==> config.mk <==
export PLATFORM = sky130hd
export DESIGN_NAME = muldiv_unit
export DESIGN_NICKNAME = d
export VERILOG_FILES = /design/src/rtl/muldiv_unit.sv
export SDC_FILE = /design/constraint.sdc
export NUM_CORES = 1
export LEC_CHECK = 0
export ABC_AREA = 0
export CAP_MARGIN = 40
export CORE_MARGIN = 2
export CORE_UTILIZATION = 54
export DETAILED_ROUTE_END_ITERATION = 8
export PLACE_DENSITY = 0.74
export SLEW_MARGIN = 25
export SYNTH_ARGS = -nofsm -noshare
export SYNTH_HDL_FRONTEND = slang
export SYNTH_SLANG_ARGS = --single-unit
==> constraint.sdc <==
create_clock -name clk -period 7.67 [get_ports clk]
set_input_delay 1.1505 -clock clk [delete_from_list [all_inputs] [get_ports clk]]
set_output_delay 1.1505 -clock clk [all_outputs]
set_load 0.02 [all_outputs]
==> src/rtl/muldiv_unit.sv <==
// ============================================================================
// Module   : muldiv_unit
// Purpose  : Iterative shift-add multiply / restoring divide with HI/LO results
// Revision : 1.0 - initial release
// ============================================================================
`default_nettype none

module muldiv_unit #(
    parameter int WIDTH = 32
) (
    input  logic             clk,
    input  logic             reset,
    input  logic             start,
    input  logic [1:0]       op,
    input  logic [WIDTH-1:0] a,
    input  logic [WIDTH-1:0] b,
    input  logic             abort,
    output logic             busy,
    output logic             done,
    output logic [WIDTH-1:0] hi,
    output logic [WIDTH-1:0] lo,
    output logic             div_by_zero
);

    localparam int                 c_CNT_W    = $clog2(WIDTH + 1);
    localparam logic [c_CNT_W-1:0] c_CNT_INIT = c_CNT_W'(WIDTH);
    localparam logic [c_CNT_W-1:0] c_CNT_LAST = c_CNT_W'(1);

    localparam logic [1:0] c_ST_IDLE = 2'd0;
    localparam logic [1:0] c_ST_CALC = 2'd1;
    localparam logic [1:0] c_ST_FIX  = 2'd2;

    logic [1:0]         r_state;
    logic [1:0]         w_next_state;
    logic [c_CNT_W-1:0] r_cnt;
    logic               r_is_div;
    logic               r_neg_q;
    logic               r_neg_r;
    logic               r_b_zero;
    logic [WIDTH-1:0]   r_a_orig;
    logic [WIDTH-1:0]   r_opnd;
    logic [2*WIDTH-1:0] r_acc;
    logic [WIDTH:0]     r_rem;
    logic               r_done;
    logic [WIDTH-1:0]   r_hi;
    logic [WIDTH-1:0]   r_lo;
    logic               r_dbz;

    logic               w_accept;
    logic               w_sign_a;
    logic               w_sign_b;
    logic [WIDTH-1:0]   w_mag_a;
    logic [WIDTH-1:0]   w_mag_b;
    logic [WIDTH:0]     w_mul_sum;
    logic [WIDTH:0]     w_div_shift;
    logic [WIDTH+1:0]   w_div_diff;
    logic               w_div_ok;
    logic [2*WIDTH-1:0] w_prod;
    logic [WIDTH-1:0]   w_quot;
    logic [WIDTH-1:0]   w_remd;

    assign w_accept = (r_state == c_ST_IDLE) && start && !abort;
    assign w_sign_a = op[0] & a[WIDTH-1];
    assign w_sign_b = op[0] & b[WIDTH-1];
    assign w_mag_a  = w_sign_a ? -a : a;
    assign w_mag_b  = w_sign_b ? -b : b;

    // Multiply: upper half accumulates, multiplier shifts out of the lower half.
    assign w_mul_sum = {1'b0, r_acc[2*WIDTH-1:WIDTH]} + (r_acc[0] ? {1'b0, r_opnd} : '0);

    // Divide: dividend shifts out of r_acc[WIDTH-1:0], quotient bits shift in.
    assign w_div_shift = {r_rem[WIDTH-1:0], r_acc[WIDTH-1]};
    assign w_div_diff  = {1'b0, w_div_shift} - {2'b00, r_opnd};
    assign w_div_ok    = !w_div_diff[WIDTH+1];

    assign w_prod = r_neg_q ? -r_acc : r_acc;
    assign w_quot = r_neg_q ? -r_acc[WIDTH-1:0] : r_acc[WIDTH-1:0];
    assign w_remd = r_neg_r ? -r_rem[WIDTH-1:0] : r_rem[WIDTH-1:0];

    always_ff @(posedge clk or posedge reset) begin
        if (reset) begin
            r_state <= c_ST_IDLE;
        end else begin
            r_state <= w_next_state;
        end
    end

    always_comb begin
        w_next_state = r_state;
        case (r_state)
            c_ST_IDLE: if (w_accept) w_next_state = c_ST_CALC;
            c_ST_CALC: begin
                if (abort)                    w_next_state = c_ST_IDLE;
                else if (r_cnt == c_CNT_LAST) w_next_state = c_ST_FIX;
            end
            c_ST_FIX:  w_next_state = c_ST_IDLE;
            default:   w_next_state = c_ST_IDLE;
        endcase
    end

    always_ff @(posedge clk or posedge reset) begin
        if (reset) begin
            r_cnt    <= '0;
            r_is_div <= 1'b0;
            r_neg_q  <= 1'b0;
            r_neg_r  <= 1'b0;
            r_b_zero <= 1'b0;
            r_a_orig <= '0;
            r_opnd   <= '0;
            r_acc    <= '0;
            r_rem    <= '0;
            r_done   <= 1'b0;
            r_hi     <= '0;
            r_lo     <= '0;
            r_dbz    <= 1'b0;
        end else begin
            r_done <= 1'b0;
            if (w_accept) begin
                r_cnt    <= c_CNT_INIT;
                r_is_div <= op[1];
                r_neg_q  <= w_sign_a ^ w_sign_b;
                r_neg_r  <= w_sign_a;
                r_b_zero <= (b == '0);
                r_a_orig <= a;
                r_rem    <= '0;
                if (op[1]) begin
                    r_opnd <= w_mag_b;
                    r_acc  <= {{WIDTH{1'b0}}, w_mag_a};
                end else begin
                    r_opnd <= w_mag_a;
                    r_acc  <= {{WIDTH{1'b0}}, w_mag_b};
                end
            end else if ((r_state == c_ST_CALC) && !abort) begin
                r_cnt <= r_cnt - c_CNT_LAST;
                if (r_is_div) begin
                    r_rem <= w_div_ok ? w_div_diff[WIDTH:0] : w_div_shift;
                    r_acc <= {r_acc[2*WIDTH-1:WIDTH], r_acc[WIDTH-2:0], w_div_ok};
                end else begin
                    r_acc <= {w_mul_sum, r_acc[WIDTH-1:1]};
                end
            end else if ((r_state == c_ST_FIX) && !abort) begin
                r_done <= 1'b1;
                if (!r_is_div) begin
                    r_hi  <= w_prod[2*WIDTH-1:WIDTH];
                    r_lo  <= w_prod[WIDTH-1:0];
                    r_dbz <= 1'b0;
                end else if (r_b_zero) begin
                    r_hi  <= r_a_orig;
                    r_lo  <= '1;
                    r_dbz <= 1'b1;
                end else begin
                    r_hi  <= w_remd;
                    r_lo  <= w_quot;
                    r_dbz <= 1'b0;
                end
            end
        end
    end

    assign busy        = (r_state != c_ST_IDLE);
    assign done        = r_done;
    assign hi          = r_hi;
    assign lo          = r_lo;
    assign div_by_zero = r_dbz;

endmodule

`default_nettype wire
==> Yosys cells after proc, flatten, opt, wreduce, memory -nomap -nowiden <==
Cells that the tools add are included.
{ "totals": {"reg_bits": 238, "in_bits": 70} }
{ "classes": {"n_addsub": 8, "eq_ne": 6, "n_mux": 30, "bitwise_logic": 5, "n_reduce_logical": 15} }
{ "ops": {"columns": ["op", "n"], "rows": [
  ["32-bit two-way mux", 15],
  ["64-bit two-way mux", 4],
  ["32-bit negator", 4],
  ["64-bit negator", 1],
  ["33-bit by 32-bit subtractor with 34-bit output", 1],
  ["32-bit by 32-bit adder with 33-bit output", 1],
  ["32-bit zero test", 1],
  ["6-bit two-way mux", 2],
  ["6-bit by 1-bit equality test with 1-bit output, second input constant", 1],
  ["2-bit two-way mux", 3],
  ["2-bit AND reduction", 3],
  ["2-bit nonzero test", 3],
  ["6-bit by 1-bit subtractor with 6-bit output, second input constant", 1],
  ["1-bit two-way mux", 5],
  ["1-bit logical AND", 4],
  ["2-bit case mux with 2 select lines", 1],
  ["3-bit inequality test, second input constant", 1],
  ["3-bit AND reduction", 1],
  ["1-bit AND", 2],
  ["2-bit by 1-bit equality test with 1-bit output, second input constant", 1],
  ["2-bit equality test, second input constant", 1],
  ["1-bit zero test", 2],
  ["2-bit zero test", 1],
  ["2-bit by 1-bit inequality test with 1-bit output, second input constant", 1],
  ["other kinds (3)", 4]
]} }

==> Depth between registers and ports, before layout <==
{ "depth": {"ltp_word": 5, "depth_mapped": 14} }

==> Worst setup path before layout <==
No wires, ideal clock.
{ "synth_timing": {"kind": "input-to-reg", "from": "input port a[4]", "to": "register r_acc[27]", "arrival_time_ps": 3169, "path_slack_ps": 4368, "cell_stages": 9, "path_cell_list": "or3_1 > or4_1 > and3b_1 > nand3_1 > o31ai_1 > xor2_1 > nand2_1 > o211ai_1 > o21ai_0"} }
{ "synth_via": {"elab_chain_len": 4} }
{ "synth_lines": {"columns": ["element", "line", "source"], "rows": [
  ["start, declared", "15", "input logic [WIDTH-1:0] a,"],
  ["32-bit negator", "65", "assign w_mag_a = w_sign_a ? -a : a;"],
  ["32-bit two-way mux", "65", null],
  ["32-bit two-way mux", "126", "if (op[1]) begin"],
  ["64-bit two-way mux", "118", "if (w_accept) begin"],
  ["end signal, assigned", "128", "r_acc <= {{WIDTH{1'b0}}, w_mag_a};"],
  ["end signal, assigned", "131", "r_acc <= {{WIDTH{1'b0}}, w_mag_b};"],
  ["end signal, assigned", "137", "r_acc <= {r_acc[2*WIDTH-1:WIDTH], r_acc[WIDTH-2:0], w_div_ok};"],
  ["end, declared", "42", "logic [2*WIDTH-1:0] r_acc;"]
]} }
No other way between the ends.
A chain may end at the register's enable or synchronous reset.

==> Final worst setup path <==
{ "layout_timing": {"from": "register r_acc[0]", "to": "register r_acc[62]"} }
{ "layout_via": {"elab_chain_len": 5} }
{ "layout_lines": {"columns": ["element", "line", "source"], "rows": [
  ["32-bit two-way mux", "69", "assign w_mul_sum = {1'b0, r_acc[2*WIDTH-1:WIDTH]} + (r_acc[0] ? {1'b0, r_opnd} : '0);"],
  ["32-bit by 32-bit adder with 33-bit output", "69", null],
  ["64-bit two-way mux", "135", "if (r_is_div) begin"],
  ["64-bit two-way mux", "133", "end else if ((r_state == c_ST_CALC) && !abort) begin"],
  ["64-bit two-way mux", "118", null]
]} }
No other way between the ends. The select of a mux whose other input is x is not followed.

==> flow_summary.ini <==
[critical_path]
cp-end-kind = register
worstPathArrival_ns = 4.42
path_buf_inv = 2
crit_top_cell = o21ai_0
crit_family = compound AO/OA/AOI/OAI gates
critPathRequiredTime_ns = 8.16
path_cells = inv_1, buf_8, nor2_1, ha_1, a2111oi_0, o21ai_0, o21ai_0, a21boi_0, a21oi_1, o21ai_0, o21ai_0, mux2_2, a21oi_1
start_kind = register
crit_fanout = 25
critical_path_class = register to register
critPathSlowestCell = dfrtp_1
critPathMaxStageDelay_ns = 0.44

[timing]
skew_ns = 0.0186
layout_min_cycle_time_ns = 3.93
setup_viol = 0
drv_slew = 0
max_freq_ghz = 0.255
worst_slew_pin_slew_ns = 0.846
finalHoldViolCount = 0
min_period_over_period_pct = 51.2
slew_headroom_pct = 42.8
rsz0062_at_grt = no
setup-tns-final_ns = 0

[cts]
path_clk_slew_ns = 0.06
cts_hold_buf = 0
cts_root_buf = clkbuf_16
numClockSinks = 238
ctsResizeCount = 0
numCtsBuffers = 28
cts_tree = built
htreeDepth = 1
clk_latency_ns = 0.56
cts_setup_buffers = 0
clockBufferDepth = 3

[power_and_ir_drop]
ir_drop_v = 0.000265
p_total_w = 0.00578
leakage_nw = 8.82
p_per_area_nw_per_um2 = 284

[floorplan]
start_util_pct = 54.7
fp-row-count = 66
chipWidth_um = 186
die_h_um = 186
io_pins = 137
dieArea_um2 = 34400
coreArea_um2 = 32500

[routing]
vias = 17200
drt_iter0_markers = 1652
vias_per_cell = 6.29
post-route-drc-count = 0
antenna_left = 0
dr.pass1.iters = 6
wl_mm = 58.3
wl_per_cell_um = 21.3

[global_route]
grt_antenna_before_repair = 2
grt_pass1_wl_mm = 90.2
grt_pass1_vias = 15700
grtUsageTotal_pct = 34.0
grt_max_degree = 146
grt.overflow.total = 0

[synthesis]
yosysWarnings = 0
ys_seq_area_share_pct = 33.5
ys_ff_latch = 238
syn_inst = 2214
synth_ff_type = dfrtp_1
synth.most_common_cell = nand2_1
synthesis.area_um2 = 17800
synth_edf_count = 0
synthTopCellsByCount = nand2_1 (294), dfrtp_1 (238), nor2_1 (207)
yosysTopAreaCellShare_pct = 33.5
synth_fp_nets = 2356
synth_top_area_cell = dfrtp_1
yosys.cell_types.count = 79
synth-async-reset-ratio_pct = 100
synthTopCellsByArea = dfrtp_1 (33%), nand2_1 (6.2%), o21ai_0 (5.8%)
avgSynthCellArea_um2 = 8.04

[layout]
antennaDiodeCount = 0
area_growth_pct = 14.4
drive_above_1_share_pct = 5.23
final_area_um2 = 20400
nets = 2419
instances_no_fill = 2737

[outcome]
outcome = completed

[placement]
place_inst = 2686
hpwl_mm = 43.7
dpl_cell_area_um2 = 19400
port_buffers = 136
gp_congestion = 1.01

[job]
drv_cap = 0

[min_path]
hold_class = register to register
-- final cells by class --
class                      instances  area [um2]
clock inverter                     8        78.8
fill                            2864       12200
multi-input combinational       1773       11000
clock buffer                      40         796
tap                              442         553
inverter                          74         282
timing repair buffer             162        1680
sequential                       238        5960
-- power breakdown --
part | switching, W | internal [W]
clock | 0.000533 | 0.000749
sequential | 0.000415 | 0.00160
combinational | 0.00147 | 0.00102
total | 0.00242 | 0.00336
-- kinds of logic (layout without fill, tap and decap cells) --
group	after synthesis	count (layout)	synth area share (%)
AO/OA/AOI/OAI	660	660	22.8
buffers and inverters	203	284	4.82
XOR/XNOR	192	192	9.45
AND/OR/NAND/NOR	784	784	20.5
multiplexers	65	65	3.76
adder cells (fa/ha/maj)	72	72	5.15
flip-flops	238	238	33.5
-- worst reg2reg max path, cell delays in order (launching register included) --
cell       delay, ns
dfrtp_1         0.44
inv_1           0.29
buf_8           0.24
nor2_1          0.08
ha_1            0.37
a2111oi_0       0.42
o21ai_0         0.15
o21ai_0         0.12
a21boi_0        0.26
a21oi_1         0.37
o21ai_0         0.26
o21ai_0         0.36
mux2_2          0.38
a21oi_1         0.12
-- cells in the final DEF (no fill, tap or decap), drive strengths merged, types with 24 or more instances in the layout --
cell type / synthesis / layout
nand2: 294 / 294
dfrtp: 238 / 238
o21ai: 215 / 215
nor2: 207 / 207
a21oi: 178 / 178
clkdlybuf4s50: 0 / 135
xor2: 110 / 110
xnor2: 82 / 82
inv: 73 / 72
ha: 70 / 70
nand3: 65 / 65
o31ai: 57 / 57
o211ai: 54 / 54
nor3: 52 / 52
mux2i: 50 / 50
clkbuf: 110 / 41
a21o: 39 / 39
or3: 31 / 31
buf: 19 / 26
nand4: 24 / 24
-- stage by stage --
step	util, %	setup slack [ns]	hold WS, ns
4_1_cts	62.4	3.84	0.478
6_report	62.6	3.74	0.478
5_1_grt	62.6	3.28	0.502
3_5_place_dp	59.7	3.41	0.465
2_1_floorplan	-	3.40	0.440
3_3_place_gp	59.3	3.48	0.462
-- final timing paths --
path / startpoint / end / slack (ns) / cells after the start
min reg2reg: hi[9]$_DFFE_PP0P_ / hi[9]$_DFFE_PP0P_ / 0.48 / 2
min in group asynchronous: reset / div_by_zero$_DFFE_PP0P_ / 1.03 / 2
max in group asynchronous: reset / r_b_zero$_DFFE_PP0P_ / 5.36 / 3
max: r_acc[0]$_DFFE_PP0N_ / r_acc[62]$_DFFE_PP0P_ / 3.74 / 13
max reg2reg: r_acc[0]$_DFFE_PP0N_ / r_acc[62]$_DFFE_PP0P_ / 3.74 / 13
min: hi[9]$_DFFE_PP0P_ / hi[9]$_DFFE_PP0P_ / 0.48 / 2
-- registers in the layout, indices dropped and copies added (netlist names) --
register and cells:
r_b_zero 1, r_neg_r 1, r_rem 32, hi 32, r_a_orig 32, r_state 2, done 1, r_cnt 6
r_neg_q 1, div_by_zero 1, r_opnd 32, r_acc 64, lo 32, r_is_div 1
-- layer usage --
metal | track usage [%] | vias to the layer above | routed length (um)
li1 | - | 8041 | -
met1 | 48.7 | 8246 | 25400
met2 | 51.1 | 798 | 24800
met3 | 5.52 | 134 | 5370
met4 | 13.7 | 2 | 2740
met5 | 0 | - | 13
Power figures use the tool's default switching activity.
